### src/rtl/bpd_update_scheduler_if.sv
// Handshake bundle between the commit/repair producers, the predictor update
// port and the update scheduler.
interface bpd_update_scheduler_if #(
  parameter int DATA_W = 256,
  parameter int QDEPTH = 4
);
  localparam int CNT_W = $clog2(QDEPTH) + 1;

  logic              io_flush;
  logic              io_commit_valid;
  logic              io_commit_ready;
  logic [DATA_W-1:0] io_commit_bits;
  logic              io_repair_valid;
  logic              io_repair_ready;
  logic [DATA_W-1:0] io_repair_bits;
  logic              io_out_valid;
  logic              io_out_ready;
  logic [DATA_W-1:0] io_out_bits;
  logic              io_out_chosen;
  logic [CNT_W-1:0]  io_count;

  modport master (
    output io_flush, io_commit_valid, io_commit_bits,
           io_repair_valid, io_repair_bits, io_out_ready,
    input  io_commit_ready, io_repair_ready, io_out_valid,
           io_out_bits, io_out_chosen, io_count
  );

  modport slave (
    input  io_flush, io_commit_valid, io_commit_bits,
           io_repair_valid, io_repair_bits, io_out_ready,
    output io_commit_ready, io_repair_ready, io_out_valid,
           io_out_bits, io_out_chosen, io_count
  );
endinterface

### src/rtl/bpd_update_scheduler.sv
// Branch-predictor update sequencer: buffered commit stream plus unbuffered
// high-priority repair stream, arbitrated into one registered output.
module bpd_update_scheduler #(
  parameter int DATA_W     = 256,
  parameter int QDEPTH     = 4,
  parameter int STARVE_MAX = 7
) (
  input logic                   clock,
  input logic                   reset,
  bpd_update_scheduler_if.slave bus
);
  localparam int PTR_W = $clog2(QDEPTH);
  localparam int CNT_W = PTR_W + 1;
  localparam int SC_W  = $clog2(STARVE_MAX + 1);

  logic [DATA_W-1:0] mem [QDEPTH];
  logic [PTR_W-1:0]  head;
  logic [PTR_W-1:0]  tail;
  logic [CNT_W-1:0]  count;
  logic [SC_W-1:0]   starve_cnt;

  logic              vld_p1;
  logic [DATA_W-1:0] bits_p1;
  logic              chosen_p1;

  logic kill;
  logic load;
  logic nonempty;
  logic force_commit;
  logic repair_ready;
  logic commit_ready;
  logic enq;
  logic repair_win;
  logic deq;

  // Reset is treated like a flush so neither producer sees a completed handshake.
  always_comb begin
    kill         = reset | bus.io_flush;
    load         = ~vld_p1 | bus.io_out_ready;
    nonempty     = (count != '0);
    force_commit = (starve_cnt == SC_W'(STARVE_MAX)) & nonempty;
    repair_ready = load & ~force_commit & ~kill;
    commit_ready = (count != CNT_W'(QDEPTH)) & ~kill;
    enq          = bus.io_commit_valid & commit_ready;
    repair_win   = bus.io_repair_valid & repair_ready;
    deq          = load & ~kill & ~repair_win & nonempty;
  end

  always_ff @(posedge clock) begin
    if (enq) mem[tail] <= bus.io_commit_bits;
  end

  always_ff @(posedge clock) begin
    if (kill) begin
      head       <= '0;
      tail       <= '0;
      count      <= '0;
      starve_cnt <= '0;
      vld_p1     <= 1'b0;
    end else begin
      if (enq) tail <= tail + PTR_W'(1);
      if (deq) head <= head + PTR_W'(1);
      count <= count + CNT_W'(enq) - CNT_W'(deq);
      if (deq || !nonempty)
        starve_cnt <= '0;
      else if (repair_win && starve_cnt != SC_W'(STARVE_MAX))
        starve_cnt <= starve_cnt + SC_W'(1);
      if (load) vld_p1 <= repair_win | deq;
    end
  end

  // Stage p1: output register, frozen while the predictor stalls.
  always_ff @(posedge clock) begin
    if (reset) begin
      bits_p1   <= '0;
      chosen_p1 <= 1'b0;
    end else if (!bus.io_flush && load) begin
      if (repair_win) begin
        bits_p1   <= bus.io_repair_bits;
        chosen_p1 <= 1'b0;
      end else if (deq) begin
        bits_p1   <= mem[head];
        chosen_p1 <= 1'b1;
      end
    end
  end

  assign bus.io_commit_ready = commit_ready;
  assign bus.io_repair_ready = repair_ready;
  assign bus.io_out_valid    = vld_p1;
  assign bus.io_out_bits     = bits_p1;
  assign bus.io_out_chosen   = chosen_p1;
  assign bus.io_count        = count;
endmodule

### src/flat_wrapper.sv
// flat-port wrapper written by rule: the top's interface ports become plain ports
module bpd_update_scheduler_flat 
#(
  parameter int DATA_W     = 256,
  parameter int QDEPTH     = 4,
  parameter int STARVE_MAX = 7
)
  (clock, reset, bus_io_flush, bus_io_commit_valid, bus_io_commit_bits, bus_io_repair_valid, bus_io_repair_bits, bus_io_out_ready, bus_io_commit_ready, bus_io_repair_ready, bus_io_out_valid, bus_io_out_bits, bus_io_out_chosen, bus_io_count);
  bpd_update_scheduler_if #(.DATA_W(DATA_W), .QDEPTH(QDEPTH)) bus_i ();
  input logic clock;
  input logic reset;
  input wire logic [$bits(bus_i.io_flush)-1:0] bus_io_flush;
  input wire logic [$bits(bus_i.io_commit_valid)-1:0] bus_io_commit_valid;
  input wire logic [$bits(bus_i.io_commit_bits)-1:0] bus_io_commit_bits;
  input wire logic [$bits(bus_i.io_repair_valid)-1:0] bus_io_repair_valid;
  input wire logic [$bits(bus_i.io_repair_bits)-1:0] bus_io_repair_bits;
  input wire logic [$bits(bus_i.io_out_ready)-1:0] bus_io_out_ready;
  output wire logic [$bits(bus_i.io_commit_ready)-1:0] bus_io_commit_ready;
  output wire logic [$bits(bus_i.io_repair_ready)-1:0] bus_io_repair_ready;
  output wire logic [$bits(bus_i.io_out_valid)-1:0] bus_io_out_valid;
  output wire logic [$bits(bus_i.io_out_bits)-1:0] bus_io_out_bits;
  output wire logic [$bits(bus_i.io_out_chosen)-1:0] bus_io_out_chosen;
  output wire logic [$bits(bus_i.io_count)-1:0] bus_io_count;
  assign bus_i.io_flush = bus_io_flush;
  assign bus_i.io_commit_valid = bus_io_commit_valid;
  assign bus_i.io_commit_bits = bus_io_commit_bits;
  assign bus_i.io_repair_valid = bus_io_repair_valid;
  assign bus_i.io_repair_bits = bus_io_repair_bits;
  assign bus_i.io_out_ready = bus_io_out_ready;
  assign bus_io_commit_ready = bus_i.io_commit_ready;
  assign bus_io_repair_ready = bus_i.io_repair_ready;
  assign bus_io_out_valid = bus_i.io_out_valid;
  assign bus_io_out_bits = bus_i.io_out_bits;
  assign bus_io_out_chosen = bus_i.io_out_chosen;
  assign bus_io_count = bus_i.io_count;
  bpd_update_scheduler #(.DATA_W(DATA_W), .QDEPTH(QDEPTH), .STARVE_MAX(STARVE_MAX)) u_core (.clock(clock), .reset(reset), .bus(bus_i));
endmodule
### config.mk
export PLATFORM = sky130hd
export DESIGN_NAME = bpd_update_scheduler_flat
export DESIGN_NICKNAME = d
export VERILOG_FILES = /design/src/rtl/bpd_update_scheduler_if.sv /design/src/rtl/bpd_update_scheduler.sv /design/src/flat_wrapper.sv
export SDC_FILE = /design/constraint.sdc
export NUM_CORES = 1
export LEC_CHECK = 0
export BUFFER_PORTS_ARGS = -buffer_cell sky130_fd_sc_hd__buf_2
export CAP_MARGIN = 20
export CELL_PAD_IN_SITES_DETAIL_PLACEMENT = 1
export CELL_PAD_IN_SITES_GLOBAL_PLACEMENT = 1
export CORE_UTILIZATION = 51
export DETAILED_ROUTE_END_ITERATION = 12
export PLACE_DENSITY = 0.89
export SLEW_MARGIN = 40
export SYNTH_ARGS = -nofsm -noshare
export SYNTH_HDL_FRONTEND = slang
export SYNTH_SLANG_ARGS = --single-unit
### constraint.sdc
create_clock -name clock -period 13.9 [get_ports clock]
set_clock_uncertainty 0.05 [all_clocks]
set_input_delay 1.39 -clock clock [delete_from_list [all_inputs] [get_ports clock]]
set_output_delay 1.39 -clock clock [all_outputs]
set_load 0.1 [all_outputs]
# Word-level counts from Yosys, hierarchy flattened
# Memory sizes are Yosys's and may differ from the RTL's. A register that Yosys moved wholly into a read port is not among the register bits.
# Cells that the tools add are included.
# W data, S select, Z words.
# totals
ff_bits	268
mem_bits_rw	1024
input_bits	518
memories	1
# mem_list
memory	words	width	read_ports	rd_clocked_by_memory_dff	wr	line_no	text
u_core.mem	4	256	1	1	1	bpd_update_scheduler.sv:16	logic [DATA_W-1:0] mem [QDEPTH];
# op_classes
n_addsub	5
n_eq_ne	3
n_mux	8
n_bitwise	16
n_reduce_logical	9
# ops
op	count
$mux W256	2
$and A1 B1 Y1	9
$ne A3 B3 Y1 const B	2
$add A2 B1 Y2 const B	2
$mux W1	4
$mux W2	2
$not A1 Y1	4
$add A3 B1 Y3	1
$add A3 B1 Y3 const B	1
$eq A3 B3 Y1 const B	1
$or A1 B1 Y1	3
$reduce_bool A3 Y1	1
$sub A3 B1 Y3	1
$logic_and A1 B1 Y1	2
$logic_not A1 Y1	2
$reduce_and A2 Y1	1
$reduce_bool A2 Y1	1
$reduce_or A2 Y1	1
$logic_or A1 B1 Y1	1

# Depth between registers and ports, before layout
# logic_depth
word_depth	11
mapped_depth	11

# Worst setup path before layout
# OpenSTA, ideal clock, no wires.
# synth_path
path_type	input -> register
from	input reset
to	memory u_core.mem[0][0], enable pin
arrival_time_ps	8185
required_time_ps	13201
path_slack_ps	5016
cell_stages	5
path_cell_list	buf_2 -> or2_1 -> buf_2 -> a211oi_2 -> and2_1
# synth_via
elab_chain_cells	6
# synth_rtl
item	line_no	text
start, declared	flat_wrapper.sv:11	input logic reset;
$or A1 B1 Y1	bpd_update_scheduler.sv:38	kill = reset | bus.io_flush;
$not A1 Y1	bpd_update_scheduler.sv:43	commit_ready = (count != CNT_W'(QDEPTH)) & ~kill;
$and A1 B1 Y1	bpd_update_scheduler.sv:43	
$and A1 B1 Y1	bpd_update_scheduler.sv:44	enq = bus.io_commit_valid & commit_ready;
via u_core.enq	bpd_update_scheduler.sv:32	logic enq;
$mux W1	bpd_update_scheduler.sv:50	if (enq) mem[tail] <= bus.io_commit_bits;
$mux W1 (not written as such)	bpd_update_scheduler.sv:50	
end, declared	bpd_update_scheduler.sv:16	
# The timed path passes the listed nets, and every way through them passes these cells.

# Final worst setup path
# layout_path
from	input reset
to	memory u_core.mem[3][215], enable pin
# Same word-level chain as after synthesis.

==> results.toml <==
[status]
outcome = "finished, final reports clean"

[place]
port_buffers = 780
hpwl_um = 89150
gp_congestion = 0.7891

[synth]
async_flop_share_pct = 0
syn_avg_cell_area_um2 = 17.12
synth_flop_cell = "edfxtp_1"
syn-instance-count = 2843
synthDistinctLibCells = 34
synth_edf_count = 1024
synth.cell_area_um2 = 48670
ys_warn_count = 0
ys_seq_area_share_pct = 74.28
ys_ff_latch = 1294
synth_nets = 3370

[cts]
ctsResizeCount = 0
numCtsBuffers = 134
cts.htree.levels = 4
cts_hold_buffers = 0
clkTransAtPathRegs_ns = 0.06
clkLatencyLatePin_ns = 0.75
cts_tree = "built"
clockRootBuffer = "clkbuf_16"
cts.sink_count = 1294
cts_setup_buffers = 0
cts_buffer_depth = 3

[sta]
slew_violations = 0
hold_ws_ns = 0.4257
fin_crit_ns = 5.134
max_freq_mhz = 194.8
min_period_over_period_pct = 36.94
setup_violations = 0
rsz0062_at_grt = "false"
tightest_slew_ns = 0.8885
setup_tns_ns = 0
relSlewSlack_pct = 40.76
final-hold-violation-count = 0

[floorplan]
dieArea_um2 = 96670
num_io_pins = 781
core_area_um2 = 93890
die_x_um = 310.9
die_h_um = 310.9
start_util_pct = 51.84
rows = 112

[detailed_routing]
routed_wirelength_um = 160400
vias = 31820
routedWlPerCell_um = 31.75
drt-vias-per-instance = 6.299
ant_nets = 0
first_pass_iters = 6
drtIter0Drc = 3828
drcViolationCount = 0

[critical_path]
slowest_delay_ns = 0.77
crit_type = "in -> reg"
slowest_stage = "buf_4"
crit_chain = "buf_8 -> buf_4 -> or2_1 -> a211oi_2 -> and2_4 -> buf_4 -> buf_4"
critPathCaptureType = "register"
required_ns = 14.19
critPathArrivalTime_ns = 5.43
crit_top_cell = "buf_4"
start_kind = "input port"
path_max_fanout = 58
critPathTopFamily = "buffers and inverters"
crit_buf_inv = 4

[power_and_ir_drop]
powerDensity_nw_per_um2 = 150.2
vdd_ir_drop_max_v = 0.0001403
total_leakage_power_nw = 20.32

[grt]
track_usage_pct = 31.19
grt_pass1_vias = 33430
grt_overflow_total = 0
grt_max_degree = 215
antenna_found_initial = 88
grt_pass1_wl_um = 222700

[layout]
fill_cells = 8558
post-route-util_pct = 62.02
nNetsFinal = 4126
area_delta_synth_final_pct = 19.64
layout-drive-gt1-share_pct = 34.67

[job]
maxCapViolations = 0

[worst_hold_path]
hp-class = "reg -> reg"
[metrics by stage]
| stage | cell area [um2] | setup slack (ns) | total power, mW | cells |
|---|---|---|---|---|
| floorplan | 48670 | 5.016 | 4.841 | 2843 |
| global placement | 53340 | 8.055 | 5.018 | 4711 |
| detailed placement | 53400 | 8.153 | 5.057 | 4711 |
| CTS | 57850 | 8.885 | 8.719 | 4957 |
| global route | 58200 | 8.712 | 8.902 | 5037 |
| finish | 58230 | 8.766 | 8.746 | 5051 |
[final timing paths]
check                                                       start                                  endpoint  slack, ns  depth (start not counted)
worst max register to register  u_core.starve_cnt[0]$_SDFFE_PP0P_  u_core.bus.io_out_bits[222]$_SDFFE_PP0P_       9.92                          8
worst min-delay path            u_core.starve_cnt[2]$_SDFFE_PP0P_         u_core.starve_cnt[2]$_SDFFE_PP0P_       0.43                          2
worst max-delay path                                        reset              u_core.mem[3][215]$_DFFE_PP_       8.77                          7
worst min register to register  u_core.starve_cnt[2]$_SDFFE_PP0P_         u_core.starve_cnt[2]$_SDFFE_PP0P_       0.43                          2
[layer usage]
metal  track usage, %  up-vias  part of all wire (%)
met5                0        -                 0.086
met4            19.64       22                   6.9
met3            7.311      658                   8.5
met2            52.98     2295                    51
met1            35.68    16120                    34
li1                 -    12720                     -
[cell usage in the layout (no fill, tap or decap), types with 14 or more instances in the layout]
master / synthesis / routed
dfxtp_1: 270 / 268
buf_2: 84 / 779
nor2_1: 263 / 263
clkinv_1: 0 / 14
clkbuf_1: 61 / 37
nand2_1: 519 / 519
mux4_2: 256 / 256
buf_6: 29 / 20
clkinv_2: 0 / 19
clkbuf_16: 0 / 139
diode_2: 0 / 88
a311oi_1: 256 / 256
edfxtp_1: 1024 / 1024
[where the power goes]
group / switching [mW] / internal (mW) / leakage, nW
sequential: 0.0422 / 4.24 / 11.5
clock: 1.60 / 2.13 / 2.17
combinational: 0.573 / 0.155 / 6.69
[final cells by class]
cell class	count	area (um2)	share of cell area (%)
Multi-Input combinational cell	1339	11340	19.48
Tap cell	1254	1569	2.694
Timing Repair Buffer	822	4459	7.658
Inverter	8	30.03	0.05157
Sequential cell	1294	36160	62.10
Antenna cell	88	220.2	0.3782
Clock buffer	188	3782	6.495
Clock inverter	58	663.1	1.139
[sequential cells by signal (all words and copies together), names as in the netlist, named ones only]
register                  count
u_core.tail                   2
u_core.starve_cnt             3
u_core.mem                 1024
u_core.head                   2
u_core.bus.io_count           3
u_core.bus.io_out_bits      256
u_core.bus.io_out_chosen      1
u_core.bus.io_out_valid       1
[cell usage after synthesis (4+ instances only)]
master	number	area, um2
ha_1	8	100.1
edfxtp_1	1024	30750
inv_1	8	30.03
a311oi_1	256	2242
nor2_1	263	987.2
clkbuf_1	61	229.0
nand2_1	519	1948
xnor2_1	4	35.03
buf_2	84	420.4
buf_1	7	26.28
mux4_2	256	5766
buf_4	21	157.7
a21oi_1	5	25.02
and2_1	6	37.54
buf_6	29	326.6
dfxtp_1	270	5405
[cell families (layout without fill, tap and decap cells)]
| group | Yosys count | count (layout) | synth area share (%) |
|---|---|---|---|
| buffers and inverters | 210 | 1076 | 2.445 |
| other | 0 | 88 | 0 |
| adders and majority gates | 9 | 9 | 0.2468 |
| muxes | 257 | 257 | 11.87 |
| and+or+nand+nor | 804 | 804 | 6.342 |
| xor gates and xnor gates | 4 | 4 | 0.07197 |
| DFF | 1294 | 1294 | 74.28 |
| AOI/OAI and AO/OA | 265 | 265 | 4.745 |
[worst register-to-register path: stages, from the launching register on]
cell and delay, ns:
dfxtp_1 0.33, ha_1 0.21, ha_1 0.21, o31ai_2 0.09
and4_4 0.70, buf_4 0.67, buf_4 0.81, nand2_1 0.31
a311oi_1 0.46
Note: power is estimated with default switching activity, not from simulation.
